**config.mk**
```make
export PLATFORM = sky130hd
export DESIGN_NAME = psc_ctrl
export DESIGN_NICKNAME = d
export VERILOG_FILES = /design/src/rtl/psc_ctrl.sv
export SDC_FILE = /design/constraint.sdc
export NUM_CORES = 1
export LEC_CHECK = 0
export BUFFER_PORTS_ARGS = -buffer_cell sky130_fd_sc_hd__clkbuf_2
export CORE_AREA = 5 5 86 88
export CTS_CLUSTER_SIZE = 14
export DETAILED_ROUTE_END_ITERATION = 8
export DIE_AREA = 0 0 91 93
export GPL_TIMING_DRIVEN = 0
export PLACE_DENSITY = 0.79
export RECOVER_POWER = 100
export REMOVE_ABC_BUFFERS = 1
export SYNTH_ARGS = -nofsm -noshare
export SYNTH_HDL_FRONTEND = slang
export SYNTH_SLANG_ARGS = --single-unit
```
**constraint.sdc**
```tcl
create_clock -name CLK100MHZ -period 3.4 [get_ports CLK100MHZ]
set_input_delay 0.68 -clock CLK100MHZ [delete_from_list [all_inputs] [get_ports CLK100MHZ]]
set_output_delay 0.68 -clock CLK100MHZ [all_outputs]
set_load 0.005 [all_outputs]
```
**src/rtl/psc_ctrl.sv**
```systemverilog
// psc_ctrl -- run-time controller for the board prescaler.
// Sequences a programmable divide counter on CLK100MHZ. It supports start/stop,
// periodic or one-shot mode, and glitch-free divisor reload through a
// valid/ready config port. It emits a 1-cycle tick enable and a registered
// divided square wave.
//
// Ports:
//   CLK100MHZ    in   system clock, rising edge
//   rst_n        in   asynchronous active-low reset
//   cfg_valid    in   config request
//   cfg_ready    out  config accepted when cfg_valid & cfg_ready at an edge
//   cfg_div      in   requested divisor (legal 2 .. 2**CNT_W-1)
//   cfg_oneshot  in   requested mode (1 = one-shot)
//   start        in   level-sampled run request
//   stop         in   level-sampled halt request
//   tick         out  1-cycle pulse once per divided period
//   div_clk      out  registered divided square wave
//   busy         out  1 while running
//   done         out  1 while a one-shot run has finished
//   err          out  1-cycle pulse when a config with cfg_div < 2 is rejected
//   cnt          out  current count (debug)
//
// state | meaning
// IDLE  | stopped, counter held at 0, config applied directly
// RUN   | counting; config goes to a shadow register applied at the next wrap
// DONE  | one-shot period finished, waiting for start or a new config
module psc_ctrl #(
    parameter int CNT_W   = 14,
    parameter int DEF_DIV = 10000,
    parameter bit DEF_OS  = 1'b0
) (
    input  logic             CLK100MHZ,
    input  logic             rst_n,
    input  logic             cfg_valid,
    output logic             cfg_ready,
    input  logic [CNT_W-1:0] cfg_div,
    input  logic             cfg_oneshot,
    input  logic             start,
    input  logic             stop,
    output logic             tick,
    output logic             div_clk,
    output logic             busy,
    output logic             done,
    output logic             err,
    output logic [CNT_W-1:0] cnt
);

    typedef enum logic [1:0] {IDLE = 2'd0, RUN = 2'd1, DONE = 2'd2} state_t;

    localparam logic [CNT_W-1:0] ONE = CNT_W'(1);
    localparam logic [CNT_W-1:0] TWO = CNT_W'(2);

    state_t           state, state_nxt;
    logic [CNT_W-1:0] div_reg, div_nxt;
    logic [CNT_W-1:0] sh_div, sh_div_nxt;
    logic [CNT_W-1:0] cnt_nxt;
    logic             os_reg, os_nxt;
    logic             sh_os, sh_os_nxt;
    logic             sh_full, sh_full_nxt;
    logic             tick_nxt, div_clk_nxt, err_nxt;
    logic             accept, cfg_ok, wrap;

    assign cfg_ready = (state != RUN) || !sh_full;
    assign accept    = cfg_valid & cfg_ready;
    assign cfg_ok    = (cfg_div >= TWO);
    assign wrap      = (cnt == div_reg - ONE);

    always_comb begin
        state_nxt   = state;
        div_nxt     = div_reg;
        os_nxt      = os_reg;
        sh_div_nxt  = sh_div;
        sh_os_nxt   = sh_os;
        sh_full_nxt = sh_full;
        cnt_nxt     = cnt;
        tick_nxt    = 1'b0;
        div_clk_nxt = 1'b0;
        err_nxt     = accept & ~cfg_ok;

        case (state)
            IDLE, DONE: begin
                cnt_nxt = '0;
                if (accept && cfg_ok) begin
                    div_nxt   = cfg_div;
                    os_nxt    = cfg_oneshot;
                    state_nxt = IDLE;
                end
                if (start)
                    state_nxt = RUN;
            end
            RUN: begin
                if (stop) begin
                    // stop beats wrap and start; pending config must not be lost
                    state_nxt = IDLE;
                    cnt_nxt   = '0;
                    if (sh_full) begin
                        div_nxt     = sh_div;
                        os_nxt      = sh_os;
                        sh_full_nxt = 1'b0;
                    end
                    if (accept && cfg_ok) begin
                        div_nxt = cfg_div;
                        os_nxt  = cfg_oneshot;
                    end
                end else if (wrap) begin
                    cnt_nxt  = '0;
                    tick_nxt = 1'b1;
                    // mode in force for the finishing period decides one-shot
                    if (os_reg)
                        state_nxt = DONE;
                    if (sh_full) begin
                        div_nxt     = sh_div;
                        os_nxt      = sh_os;
                        sh_full_nxt = 1'b0;
                    end
                    // an accept on the wrap edge waits for the following wrap
                    if (accept && cfg_ok) begin
                        sh_div_nxt  = cfg_div;
                        sh_os_nxt   = cfg_oneshot;
                        sh_full_nxt = 1'b1;
                    end
                end else begin
                    cnt_nxt     = cnt + ONE;
                    div_clk_nxt = ((cnt + ONE) >= (div_reg >> 1));
                    if (accept && cfg_ok) begin
                        sh_div_nxt  = cfg_div;
                        sh_os_nxt   = cfg_oneshot;
                        sh_full_nxt = 1'b1;
                    end
                end
            end
            default: state_nxt = IDLE;
        endcase
    end

    always_ff @(posedge CLK100MHZ or negedge rst_n) begin
        if (!rst_n) begin
            state   <= IDLE;
            div_reg <= CNT_W'(DEF_DIV);
            os_reg  <= DEF_OS;
            sh_div  <= '0;
            sh_os   <= 1'b0;
            sh_full <= 1'b0;
            cnt     <= '0;
            tick    <= 1'b0;
            div_clk <= 1'b0;
            busy    <= 1'b0;
            done    <= 1'b0;
            err     <= 1'b0;
        end else begin
            state   <= state_nxt;
            div_reg <= div_nxt;
            os_reg  <= os_nxt;
            sh_div  <= sh_div_nxt;
            sh_os   <= sh_os_nxt;
            sh_full <= sh_full_nxt;
            cnt     <= cnt_nxt;
            tick    <= tick_nxt;
            div_clk <= div_clk_nxt;
            busy    <= (state_nxt == RUN);
            done    <= (state_nxt == DONE);
            err     <= err_nxt;
        end
    end

endmodule

```
==> impl_metrics.csv <==
group,metric,value,unit
global_routing,groute.usage.overall,0.181,
route,drt_iter0_drc,182,
route,drt_wl_total,7.21,mm
timing,slew_headroom,-0.292,
final_layout,drive_gt1_frac,0.170,
place,port_buffers,39,
die,core,0.00657,mm^2
logic_synthesis,synth_cell_types,50,
die,die_area,0.00846,mm^2
logic_synthesis,synth_edf_count,0,
logic_synthesis,syn_avg_cell_area,10.0,um^2
clock_network,worstSkewPairLatency,0.31,ns
place,dp_hpwl,5.18,mm
route,wl_per_cell,16.6,um
place,gp_congestion,0.976,
critical_path,path_cells,"or4_4 > or3_1 > a2111oi_0 > and4bb_1 > o211ai_1 > buf_4 > o221a_2 > o22a_1",
timing,clock_skew,0.00429,ns
power,power.internal,0.00131,W
route,drc,0,
clock_network,max-clock-path-buffers,2,
clock_network,clk_pin_slew_worst_paths,0.10,ns
global_routing,grt_pass1_wl,12.7,mm
critical_path,critPathKind,"register to register",
route,viasPerCell,6.05,
final_layout,layout.nets,387,
power,ir_drop,0.000410,V
global_routing,first_global_vias,2590,
power,leakage,1.55,nW
power,p_clk_frac,0.231,
critical_path,crit_path_start_kind,"register",
clock_network,hold_buffers,0,
die,fp.dieH,93,um
critical_path,path_max_fanout,15,
timing,maxSlewViolCount,38,
power,powerDensity,549,mW/mm^2
timing,worst_pin_slew,1.94,ns
power,combinationalPowerShare,0.273,
critical_path,crit_path_max_incr_delay,0.63,ns
logic_synthesis,postSynthCellCount,325,
timing,rsz0062_at_grt,"false",
timing,hold_viol_final,0,
die,die_w,91,um
timing,setup_tns,0,ns
critical_path,worst-endpoint-required,3.60,ns
job,cap_violations,1,
critical_path,cp_slowest_cell,"or4_4",
logic_synthesis,synth.cell_area,0.00325,mm^2
logic_synthesis,async_flop_share,1.00,
critical_path,cp.arrival,3.39,ns
final_layout,synthToLayoutAreaGrowth,9.38,%
power,seqPwrFrac,0.496,
timing,finalCriticalPeriod,3.19,ns
logic_synthesis,synth_ff_type,"dfrtp_1",
die,ios,40,
power,netSwitchingFraction,0.329,
global_routing,grt_max_degree,53,
power,p_switching,0.000642,W
route,vias,2618,
critical_path,worst-path-buf-inv,1,
critical_path,cp_top_family,"simple AND/OR/NAND/NOR gates",
final_layout,n_antenna_cell,0,
timing,fin_crit_sh,0.939,
critical_path,end_kind,"register",
route,firstDrtPassIters,4,
die,core.rowCount,30,
clock_network,root_buffer,"clkbuf_8",
timing,setup_violations,0,
timing,postLayoutSetupSlackWorst,0.206,ns
final_layout,fillers,579,
die,initial_core_util,0.495,
status,violations,"capacitance limit, slew limit",
logic_synthesis,ys_ff_latch,52,
global_routing,gr-total-overflow,0,
logic_synthesis,yosysSeqAreaShare,0.402,
status,outcome,"finished, violations left",
place,pre_cts_ws,-0.170,ns
min_path,min_path_type,"primary input to async pin",
timing,max_freq,313,MHz
global_routing,grt_antenna_before_repair,0,
logic_synthesis,ys_warn_count,0,
clock_network,clkSinkCount,52,
clock_network,cts_inserted_buffers,5,
route,ant_nets,0,
clock_network,cts_tree,"yes",
clock_network,cts-htree-levels,2,
==> repair_timing <==
| action | 4_1_cts | 5_1_grt |
|---|---|---|
| resized for setup | 0 | 1 |
| pin swaps | 1 | 0 |
| gates cloned | 0 | 0 |
| setup endpoints to repair | 15 | 15 |
| endpoints found under the hold margin | 0 | 0 |
| setup buffers | 1 | 0 |
==> Yosys cell counts (all sizes together) (3+ instances only) <==
| library cell | number | area, um^2 |
|---|---|---|
| and3 | 3 | 18.8 |
| nand3 | 12 | 60.1 |
| mux2 | 15 | 169 |
| xnor2 | 17 | 149 |
| nor2b | 4 | 25.0 |
| o22a | 30 | 263 |
| nor4 | 5 | 31.3 |
| a32o | 13 | 130 |
| clkbuf | 15 | 56.3 |
| nor2 | 17 | 63.8 |
| buf | 7 | 53.8 |
| nor3 | 9 | 50.1 |
| nand2 | 19 | 71.3 |
| dfrtp | 47 | 1180 |
| o211ai | 7 | 52.6 |
| ha | 15 | 188 |
| xor2 | 10 | 87.6 |
| nand2b | 4 | 25.0 |
| inv | 19 | 71.3 |
| o21ai | 9 | 56.3 |
| a21oi | 4 | 20.0 |
| nand4 | 5 | 31.3 |
| or3 | 3 | 18.8 |
| dfstp | 5 | 131 |
| or4 | 4 | 30.0 |
==> per-layer routing <==
metal	up-vias	part of all wire	track usage
li1	1259	-	-
met1	1286	0.46	0.247
met2	62	0.47	0.292
met3	11	0.052	0.0354
met4	0	0.020	0.0562
met5	-	0	0
==> cells by family (layout without fill, tap and decap cells) <==
group,Yosys count,count (layout),synth area share
and+or+nand+nor,93,93,0.151
muxes,15,15,0.0519
buffers and inverters,41,69,0.0557
AOI/OAI and AO/OA,82,82,0.210
DFF,52,52,0.402
xor gates and xnor gates,27,27,0.0727
adders and majority gates,15,15,0.0577
==> power groups by stage <==
stage	Sequential, W	Combinational (W)	Clock [W]
floorplan	0.000922	0.000416	0
global placement	0.000964	0.000514	0
detailed placement	0.000975	0.000533	0
CTS	0.000963	0.000539	0.000463
global route	0.000998	0.000604	0.000487
finish	0.000968	0.000532	0.000452
==> worst paths after layout <==
path                       startpoint          to  slack (ns)  cells after the start
setup reg to reg           div_reg[2]      os_reg        0.21                      8
max in group asynchronous       rst_n  sh_div[11]        0.70                      2
hold reg to reg             sh_div[0]   sh_div[0]        0.52                      1
hold / removal                  rst_n      cnt[0]        0.43                      1
min in group CLK100MHZ      sh_div[0]   sh_div[0]        0.52                      1
setup / recovery           div_reg[2]      os_reg        0.21                      8
==> cells in the final DEF (no fill, tap or decap), types with 2 or more instances in the layout <==
master and n:
nor2_1 17, inv_1 19, nand2b_1 4, ha_1 15
o21ai_0 8, o2111ai_1 2, xnor2_1 17, xor2_1 10
and3_1 3, or3_1 3, a32o_1 13, or4_1 3
clkbuf_2 24, buf_4 2, nand2_1 19, nand4_1 5
nor3b_1 2, a21oi_1 4, a2111oi_0 2, nor2b_1 4
dfrtp_1 47, nor3_1 9, clkbuf_8 6, dfstp_2 5
clkbuf_1 16, mux2_2 15, o211ai_1 7, nand3_1 12
nor4_1 5, o22a_1 30, a211oi_1 2
==> final cells by class <==
cell class / count / area, um^2 / area share
multi-input cells: 232 / 1760 / 0.496
flip-flops and latches: 52 / 1310 / 0.367
repair buffers: 42 / 195 / 0.0548
well taps: 80 / 100 / 0.0281
clock buffers: 6 / 82.6 / 0.0232
inverters: 19 / 71.3 / 0.0200
clock inverters: 2 / 38.8 / 0.0109
==> per-stage QoR <==
stage               hold slack (ns)  instance area (um^2)  instances   util  total power [W]
global route                  0.521                  3560        433  0.542          0.00209
CTS                           0.517                  3580        432  0.544          0.00196
detailed placement            0.494                  3450        423  0.525          0.00151
finish                        0.431                  3560        433  0.542          0.00195
floorplan                     0.384                  3140        303      -          0.00134
global placement              0.488                  3440        422  0.524          0.00148
==> worst register-to-register path, delay by kind of cell (launching register included) <==
family	cells	cell delay, ns
DFF	1	0.50
AOI/OAI and AO/OA	4	1.14
and+or+nand+nor	3	1.24
buffers and inverters	1	0.22
Note: power is estimated with default switching activity, not from simulation.
